`src/rtl/tele_pkg.sv`:
```
// Shared types, status strings, ASCII class bounds and arithmetic helpers
// for the two-party call controller.
package tele_pkg;

  typedef enum logic [2:0] {
    StIdle,
    StRinging,
    StRejected,
    StCaller,
    StCallee,
    StCost
  } tele_state_e;

  localparam logic [63:0] StrIdle     = "IDLE    ";
  localparam logic [63:0] StrRinging  = "RINGING ";
  localparam logic [63:0] StrRejected = "REJECTED";
  localparam logic [63:0] StrCaller   = "CALLER  ";
  localparam logic [63:0] StrCallee   = "CALLEE  ";
  localparam logic [63:0] StrCost     = "COST    ";

  localparam logic [7:0] AsciiDigitLo = 8'h30;
  localparam logic [7:0] AsciiDigitHi = 8'h39;
  localparam logic [7:0] AsciiPrintLo = 8'h20;
  localparam logic [7:0] AsciiPrintHi = 8'h7F;

  function automatic logic [7:0] nibble_to_ascii(input logic [3:0] nib);
    if (nib < 4'd10) return 8'h30 + {4'h0, nib};
    return 8'h37 + {4'h0, nib};
  endfunction

  // Saturating add clamped to an all-ones value of 'width' bits (width <= 64).
  function automatic logic [63:0] sat_add(input logic [63:0] a, input logic [63:0] b,
                                          input int unsigned width);
    logic [64:0] sum;
    logic [63:0] lim;
    sum = {1'b0, a} + {1'b0, b};
    lim = (width >= 64) ? '1 : ((64'd1 << width) - 64'd1);
    if (sum > {1'b0, lim}) return lim;
    return sum[63:0];
  endfunction

endpackage

```
`src/rtl/tele_call_ctrl_p_if.sv`:
```
// Phone-side signal bundle of the call controller.
interface tele_call_ctrl_p_if #(
  parameter int unsigned MSG_CHARS = 8,
  parameter int unsigned COST_W    = 32
);
  logic                   start_call;
  logic                   answer_call;
  logic                   end_call_caller;
  logic                   end_call_callee;
  logic                   send_char_caller;
  logic                   send_char_callee;
  logic [7:0]             char_sent;
  logic [63:0]            status_msg;
  logic [8*MSG_CHARS-1:0] sent_msg;
  logic [COST_W-1:0]      cost;
  logic [COST_W-1:0]      total_cost;
  logic [15:0]            char_count;
  logic                   call_active;

  modport master (
    output start_call, answer_call, end_call_caller, end_call_callee,
           send_char_caller, send_char_callee, char_sent,
    input  status_msg, sent_msg, cost, total_cost, char_count, call_active
  );

  modport slave (
    input  start_call, answer_call, end_call_caller, end_call_callee,
           send_char_caller, send_char_callee, char_sent,
    output status_msg, sent_msg, cost, total_cost, char_count, call_active
  );
endinterface

```
`src/rtl/tele_cost_fmt.sv`:
```
// Combinational cost -> uppercase hex ASCII, least significant nibble in byte 0.
module tele_cost_fmt
  import tele_pkg::*;
#(
  parameter int unsigned COST_W    = 32,
  parameter int unsigned MSG_CHARS = 8
) (
  input  logic [COST_W-1:0]      i_cost,
  output logic [8*MSG_CHARS-1:0] o_hex
);

  for (genvar gi = 0; gi < MSG_CHARS; gi++) begin : g_byte
    if (gi < COST_W / 4) begin : g_nib
      assign o_hex[8*gi +: 8] = nibble_to_ascii(i_cost[4*gi +: 4]);
    end else begin : g_pad
      assign o_hex[8*gi +: 8] = 8'h30;
    end
  end

endmodule

```
`src/rtl/tele_call_ctrl_p.sv`:
```
// Two-party call controller: ring/answer/talk/cost sequencing with per-character
// charging, a shift buffer of sent characters and a cumulative bill.
module tele_call_ctrl_p
  import tele_pkg::*;
#(
  parameter int unsigned MSG_CHARS     = 8,
  parameter int unsigned COST_W        = 32,
  parameter int unsigned RING_CYCLES   = 10,
  parameter int unsigned REJECT_CYCLES = 10,
  parameter int unsigned COST_CYCLES   = 5,
  parameter int unsigned DIGIT_COST    = 1,
  parameter int unsigned CHAR_COST     = 2,
  parameter logic [7:0]  TURN_CHAR     = 8'h7F,
  parameter int unsigned IDLE_TIMEOUT  = 0
) (
  input logic               clk,
  input logic               rst_n,
  tele_call_ctrl_p_if.slave bus
);

  tele_state_e            r_state, w_state_d;
  logic [31:0]            r_timer, w_timer_d;
  logic [31:0]            r_idle_cnt, w_idle_cnt_d;
  logic [COST_W-1:0]      r_cost, w_cost_d;
  logic [COST_W-1:0]      r_total, w_total_d;
  logic [15:0]            r_count, w_count_d;
  logic [8*MSG_CHARS-1:0] r_sent, w_sent_d, w_cost_hex;
  logic                   w_talk, w_valid, w_charged, w_is_digit, w_turn, w_idle_expire;

  always_comb begin
    w_talk     = (r_state == StCaller) || (r_state == StCallee);
    w_valid    = ((r_state == StCaller) && bus.send_char_caller) ||
                 ((r_state == StCallee) && bus.send_char_callee);
    w_is_digit = (bus.char_sent >= AsciiDigitLo) && (bus.char_sent <= AsciiDigitHi);
    w_charged  = w_valid && (bus.char_sent >= AsciiPrintLo) && (bus.char_sent <= AsciiPrintHi);
    w_turn     = w_valid && (bus.char_sent == TURN_CHAR);
    w_idle_expire = (IDLE_TIMEOUT != 0) && w_talk && !w_valid &&
                    (r_idle_cnt == 32'(IDLE_TIMEOUT - 1));
  end

  always_comb begin
    w_state_d = r_state;
    unique case (r_state)
      StIdle:     if (bus.start_call) w_state_d = StRinging;
      StRinging: begin
        if (bus.end_call_caller || (r_timer == 32'(RING_CYCLES - 1))) w_state_d = StIdle;
        else if (bus.end_call_callee)                                  w_state_d = StRejected;
        else if (bus.answer_call)                                      w_state_d = StCaller;
      end
      StRejected: if (r_timer == 32'(REJECT_CYCLES - 1)) w_state_d = StIdle;
      StCaller: begin
        if (bus.end_call_caller || bus.end_call_callee) w_state_d = StCost;
        else if (w_turn)                                w_state_d = StCallee;
        else if (w_idle_expire)                         w_state_d = StCost;
      end
      StCallee: begin
        if (bus.end_call_caller || bus.end_call_callee) w_state_d = StCost;
        else if (w_turn)                                w_state_d = StCaller;
        else if (w_idle_expire)                         w_state_d = StCost;
      end
      StCost:     if (r_timer == 32'(COST_CYCLES - 1)) w_state_d = StIdle;
      default:    w_state_d = StIdle;
    endcase
  end

  always_comb begin
    w_timer_d = r_timer;
    if (w_state_d != r_state) begin
      w_timer_d = '0;
    end else if (r_state inside {StRinging, StRejected, StCost}) begin
      w_timer_d = r_timer + 32'd1;
    end

    // Any valid send or state change (incl. turn passing) restarts inactivity.
    w_idle_cnt_d = '0;
    if (w_talk && (w_state_d == r_state) && !w_valid) w_idle_cnt_d = r_idle_cnt + 32'd1;

    w_cost_d  = r_cost;
    w_count_d = r_count;
    w_total_d = r_total;
    if ((r_state == StIdle) && bus.start_call) begin
      w_cost_d  = '0;
      w_count_d = '0;
    end else if (w_charged) begin
      w_cost_d  = COST_W'(sat_add(64'(r_cost), w_is_digit ? 64'(DIGIT_COST) : 64'(CHAR_COST),
                                  COST_W));
      w_count_d = (r_count == 16'hFFFF) ? r_count : r_count + 16'd1;
    end
    if ((r_state == StCost) && (w_state_d == StIdle)) begin
      w_total_d = COST_W'(sat_add(64'(r_total), 64'(r_cost), COST_W));
    end
  end

  tele_cost_fmt #(
    .COST_W    (COST_W),
    .MSG_CHARS (MSG_CHARS)
  ) u_cost_fmt (
    .i_cost (w_cost_d),
    .o_hex  (w_cost_hex)
  );

  // Hex display is loaded on the entry edge too, so it is visible for all COST cycles.
  always_comb begin
    w_sent_d = r_sent;
    if ((r_state == StIdle) && bus.start_call) begin
      w_sent_d = '0;
    end else if (w_charged) begin
      w_sent_d = (r_sent << 8) | (8*MSG_CHARS)'(bus.char_sent);
    end
    if (w_state_d == StCost) w_sent_d = w_cost_hex;
  end

  always_ff @(posedge clk or negedge rst_n) begin
    if (!rst_n) begin
      r_state    <= StIdle;
      r_timer    <= '0;
      r_idle_cnt <= '0;
      r_cost     <= '0;
      r_total    <= '0;
      r_count    <= '0;
      r_sent     <= '0;
    end else begin
      r_state    <= w_state_d;
      r_timer    <= w_timer_d;
      r_idle_cnt <= w_idle_cnt_d;
      r_cost     <= w_cost_d;
      r_total    <= w_total_d;
      r_count    <= w_count_d;
      r_sent     <= w_sent_d;
    end
  end

  always_comb begin
    bus.status_msg = StrIdle;
    unique case (r_state)
      StIdle:     bus.status_msg = StrIdle;
      StRinging:  bus.status_msg = StrRinging;
      StRejected: bus.status_msg = StrRejected;
      StCaller:   bus.status_msg = StrCaller;
      StCallee:   bus.status_msg = StrCallee;
      StCost:     bus.status_msg = StrCost;
      default:    bus.status_msg = StrIdle;
    endcase
  end

  assign bus.call_active = w_talk;
  assign bus.sent_msg    = r_sent;
  assign bus.cost        = r_cost;
  assign bus.total_cost  = r_total;
  assign bus.char_count  = r_count;

endmodule

```
`src/flat_wrapper.sv`:
```
// flat-port wrapper written by rule: the top's interface ports become plain ports
module tele_call_ctrl_p_flat import tele_pkg::*;
#(
  parameter int unsigned MSG_CHARS     = 8,
  parameter int unsigned COST_W        = 32,
  parameter int unsigned RING_CYCLES   = 10,
  parameter int unsigned REJECT_CYCLES = 10,
  parameter int unsigned COST_CYCLES   = 5,
  parameter int unsigned DIGIT_COST    = 1,
  parameter int unsigned CHAR_COST     = 2,
  parameter logic [7:0]  TURN_CHAR     = 8'h7F,
  parameter int unsigned IDLE_TIMEOUT  = 0
)
  (clk, rst_n, bus_start_call, bus_answer_call, bus_end_call_caller, bus_end_call_callee, bus_send_char_caller, bus_send_char_callee, bus_char_sent, bus_status_msg, bus_sent_msg, bus_cost, bus_total_cost, bus_char_count, bus_call_active);
  tele_call_ctrl_p_if #(.MSG_CHARS(MSG_CHARS), .COST_W(COST_W)) bus_i ();
  input logic clk;
  input logic rst_n;
  input wire logic [$bits(bus_i.start_call)-1:0] bus_start_call;
  input wire logic [$bits(bus_i.answer_call)-1:0] bus_answer_call;
  input wire logic [$bits(bus_i.end_call_caller)-1:0] bus_end_call_caller;
  input wire logic [$bits(bus_i.end_call_callee)-1:0] bus_end_call_callee;
  input wire logic [$bits(bus_i.send_char_caller)-1:0] bus_send_char_caller;
  input wire logic [$bits(bus_i.send_char_callee)-1:0] bus_send_char_callee;
  input wire logic [$bits(bus_i.char_sent)-1:0] bus_char_sent;
  output wire logic [$bits(bus_i.status_msg)-1:0] bus_status_msg;
  output wire logic [$bits(bus_i.sent_msg)-1:0] bus_sent_msg;
  output wire logic [$bits(bus_i.cost)-1:0] bus_cost;
  output wire logic [$bits(bus_i.total_cost)-1:0] bus_total_cost;
  output wire logic [$bits(bus_i.char_count)-1:0] bus_char_count;
  output wire logic [$bits(bus_i.call_active)-1:0] bus_call_active;
  assign bus_i.start_call = bus_start_call;
  assign bus_i.answer_call = bus_answer_call;
  assign bus_i.end_call_caller = bus_end_call_caller;
  assign bus_i.end_call_callee = bus_end_call_callee;
  assign bus_i.send_char_caller = bus_send_char_caller;
  assign bus_i.send_char_callee = bus_send_char_callee;
  assign bus_i.char_sent = bus_char_sent;
  assign bus_status_msg = bus_i.status_msg;
  assign bus_sent_msg = bus_i.sent_msg;
  assign bus_cost = bus_i.cost;
  assign bus_total_cost = bus_i.total_cost;
  assign bus_char_count = bus_i.char_count;
  assign bus_call_active = bus_i.call_active;
  tele_call_ctrl_p #(.MSG_CHARS(MSG_CHARS), .COST_W(COST_W), .RING_CYCLES(RING_CYCLES), .REJECT_CYCLES(REJECT_CYCLES), .COST_CYCLES(COST_CYCLES), .DIGIT_COST(DIGIT_COST), .CHAR_COST(CHAR_COST), .TURN_CHAR(TURN_CHAR), .IDLE_TIMEOUT(IDLE_TIMEOUT)) u_core (.clk(clk), .rst_n(rst_n), .bus(bus_i));
endmodule
```
`config.mk`:
```
export PLATFORM = sky130hd
export DESIGN_NAME = tele_call_ctrl_p_flat
export DESIGN_NICKNAME = d
export VERILOG_FILES = /design/src/rtl/tele_pkg.sv /design/src/rtl/tele_call_ctrl_p_if.sv /design/src/rtl/tele_cost_fmt.sv /design/src/rtl/tele_call_ctrl_p.sv /design/src/flat_wrapper.sv
export SDC_FILE = /design/constraint.sdc
export NUM_CORES = 1
export LEC_CHECK = 0
export ABC_AREA = 1
export CAP_MARGIN = 20
export CORE_ASPECT_RATIO = 0.6
export CORE_MARGIN = 2
export CORE_UTILIZATION = 55
export CTS_BUF_LIST = sky130_fd_sc_hd__clkbuf_16
export DETAILED_ROUTE_END_ITERATION = 7
export GPL_ROUTABILITY_DRIVEN = 0
export PLACE_DENSITY_LB_ADDON = 0.3
export RECOVER_POWER = 25
export SLEW_MARGIN = 10
export SYNTH_ARGS = -nofsm -noshare
export SYNTH_HDL_FRONTEND = slang
export SYNTH_SLANG_ARGS = --single-unit
```
`constraint.sdc`:
```
create_clock -name clk -period 4.2 [get_ports clk]
set_clock_uncertainty 0.15 [all_clocks]
set_input_delay 1.26 -clock clk [delete_from_list [all_inputs] [get_ports clk]]
set_output_delay 1.26 -clock clk [all_outputs]
set_load 0.02 [all_outputs]
```
==> run metrics <==
slew margin rel.=-24.7%; setup slack at placement=-605 ps; R2R setup slack=890 ps; Net Sw Frac=51.7%; Syn. warnings=0; worst skew pair latency=450 ps; Setup TNS=0 ps; DRC=2; Seq cells post-synth=179; hold path endpoint=u_core.bus.char_count[15]$_DFFE_PN0P_; Max-Cap Viols=1; Starting Density=56.6%; main flop type after synthesis=dfrtp_1; Area Growth Syn to Fin=25.7%; Iteration-0 DRC Markers=1577; die width=204 um; IO buf count=198; Reg power frac=22.0%; vias in the first global route=13300; logic gate share of total power=67.6%; P_int=6800 uW; Longest Clk Path Bufs=2; core box area=0.0233 sq mm; CTS buffer count=17; RR Endpoint=u_core.bus.total_cost[24]$_DFFE_PN0P_; max-slew violation count=70; failing checks=DRC, capacitance limit, slew limit; Final Hold Fails=0; dpl cells=2441; Worst Path Arrival=4260 ps; Worst EP required=4420 ps; post-synthesis cell type count=51; die outline height=124 um; worst-path maximum fanout=4; final critical-path setup slack=160 ps; Die ar.=0.0253 sq mm; clock group share of total power=10.5%; boundary pin count=225; hold depth=1; DR vias/cell=5.70; final std cells w/o fill=2479; Tot GR Track Use=33.8%; worst slew pin tran=1870 ps; fraction of layout cells with a size suffix above 1=10.5%; initial antenna violation count=0; crit share post-route=96.2%; worst reg2reg startpoint=u_core.bus.cost[0]$_DFF_PN0_; DRT antenna net count=0; pin count of the biggest net entering global routing=73; cts hold-fix bufs=0; Root Driver=clkbuf_16; Setup crit start kind=input port; Post-Synthesis Cells=1892; Fillers=1863; min-delay src=u_core.bus.char_count[15]$_DFFE_PN0P_; cell leakage power=0.00809 uW; antenna cells=0; drt wl/cell=17.0 um; Congestion Overflow GR=0; Sink Count=179; sequential fraction of the synthesis area=34.0%; Tmin final=4040 ps; CTS tree=built; CP Capture Type=flop; via count=14100; drt total wl=42100 um; Final nets=2215; Max Fclk=0.248 GHz; average cell area after synthesis=6.97 sq um; Power Dens Cells=850 mW/mm^2; Final Core Density=71.2%; TritonRoute pass-1 iters=8; Mapped Area=0.0132 sq mm; CTS H-tree lvls=4; first-pass GRT wire length=67800 um; clock slew at reported path FFs=70 ps; FFs w/ async S/R, synth=100%; std cell rows=43; worst r2r path cells=11; RSZ-0062 raised after global routing=false; Hold Crit Class=reg2reg; Setup-failing EPs final=0; HPWL Detailed=31500 um; EDFF count, synth=0; Net Sw Power=7280 uW; Setup CP Type=in2reg; worst vdd ir=743 uV; status=complete, but fails checks
[power by group through the flow]
stage                     clock network (uW)  logic [uW]  registers [uW]
after floorplan                            0        5310            3460
after global placement                     0        9000            3080
after detailed placement                   0        9210            3100
after CTS                               1480        9310            3070
after global routing                    1550       10400            3160
final                                   1470        9520            3100
[critical path, stage by stage]
cell and delay (ps):
clkdlybuf4s50_1 430, nor3_2 100, nand2_1 100, inv_2 90
ha_4 120, inv_1 50, fa_2 380, nor2_4 230
buf_6 130, nand3b_1 190, buf_4 210, xor2_1 130
nand3_1 120, nand2_1 140, nand2_2 140, nand2_2 100
o21ai_2 140, nand2_1 70, a21oi_1 130
[through the flow]
step / cell area (sq um) / total power, uW / hold WS [ps]
2_1_floorplan: 13300 / 8780 / 361
3_3_place_gp: 16000 / 12100 / 332
3_5_place_dp: 16000 / 12300 / 343
4_1_cts: 16500 / 13900 / 356
5_1_grt: 16600 / 15100 / 398
6_report: 16600 / 14100 / 356
[Yosys cell counts (2+ instances only)]
master / count / area, sq um
xor2_1: 61 / 534
nand2_4: 4 / 45.0
a21o_1: 5 / 37.5
and2_1: 2 / 12.5
o22ai_1: 24 / 150
nor2_1: 212 / 796
nand3b_1: 7 / 52.6
fa_1: 2 / 40.0
conb_1: 2 / 7.51
a21oi_2: 2 / 17.5
or2_2: 2 / 12.5
nor3_1: 38 / 190
ha_1: 46 / 576
nand2_2: 13 / 81.3
a21boi_0: 4 / 30.0
o21ai_1: 23 / 115
inv_4: 3 / 18.8
buf_2: 29 / 145
nand3_1: 131 / 656
o21bai_1: 8 / 60.1
buf_6: 4 / 45.0
nor2_8: 2 / 40.0
o21a_1: 4 / 30.0
nor2_2: 7 / 43.8
o21ai_0: 49 / 245
nand4_1: 77 / 482
nor2_4: 2 / 22.5
buf_1: 4 / 15.0
nand3_4: 2 / 35.0
dfrtp_1: 179 / 4480
buf_4: 51 / 383
o211ai_1: 34 / 255
a31oi_1: 5 / 31.3
nand3_2: 6 / 60.1
a21oi_1: 107 / 536
xnor2_1: 13 / 114
nand2_1: 456 / 1710
inv_1: 223 / 837
nor4_1: 5 / 31.3
inv_2: 17 / 63.8
clkbuf_1: 17 / 63.8
[cells by family (layout without fill, tap and decap cells)]
group	Yosys count	count (layout)	share of synthesized area [%]
simple gates	969	969	32.6
xor+xnor	75	75	5.04
other cells	2	26	0.0570
fa+ha+maj	48	48	4.67
compound gates	270	270	11.7
buf+inv	349	597	11.9
flops	179	179	34.0
[per-layer routing]
layer	part of all wire (%)	GRT usage, %	wire length, um	up-vias
li1	-	-	-	6657
met1	44	49.3	18400	6549
met2	43	51.3	18000	867
met3	12	7.77	5130	63
met4	1.4	7.30	610	0
met5	0	0	0	-
[cell usage in the layout (no fill, tap or decap), types with 5 or more instances in the layout]
master and count:
nand2_1 453, inv_1 223, nor2_1 211, clkdlybuf4s50_1 192, dfrtp_1 179, nand3_1 130
buf_4 110, a21oi_1 106, nand4_1 77, xor2_1 61, o21ai_0 46, ha_1 44
nor3_1 37, o211ai_1 34, conb_1 26, o21ai_1 25, o22ai_1 24, inv_2 19
clkbuf_16 17, nand2_2 16, xnor2_1 13, o21bai_1 8, nor2_2 7, nand3_2 7
nand3b_1 7, buf_12 7, a21o_1 5, a31oi_1 5, nor4_1 5
[layout make-up]
type,instances,area (sq um),share of cell area (%)
Multi-Input combinational cell,1388,7270,43.9
Timing Repair Buffer,321,2990,18.0
Clock buffer,17,425,2.57
Tap cell,315,394,2.38
Inverter,244,923,5.57
Clock inverter,15,96.3,0.581
Sequential cell,179,4480,27.0
[sequential cells by signal (all words and copies together) (netlist names)]
| name | flops |
|---|---|
| u_core.bus.char_count | 16 |
| u_core.bus.cost | 32 |
| u_core.bus.sent_msg | 64 |
| u_core.bus.total_cost | 32 |
| u_core.r_state | 3 |
| u_core.r_timer | 32 |
[worst max-delay path by stage]
stage,start,endpoint,slack (ps),depth (start not counted)
global placement,bus_char_sent[5],u_core.bus.sent_msg[26]$_DFFE_PN0P_,-450,22
floorplan,bus_char_sent[5],u_core.bus.sent_msg[18]$_DFFE_PN0P_,50,23
finish,bus_char_sent[6],u_core.bus.sent_msg[17]$_DFFE_PN0P_,160,19
detailed placement,bus_char_sent[5],u_core.bus.sent_msg[18]$_DFFE_PN0P_,-600,23
global route,bus_char_sent[6],u_core.bus.sent_msg[18]$_DFFE_PN0P_,10,22
CTS,bus_char_sent[7],u_core.bus.sent_msg[18]$_DFFE_PN0P_,70,22
[repair_timing]
action                     in CTS  in global routing
setup buffers                   4                  2
setup endpoints to repair      44                 48
gates resized for setup         8                 17
pin swaps                       6                  9
Power figures use the tool's default switching activity.
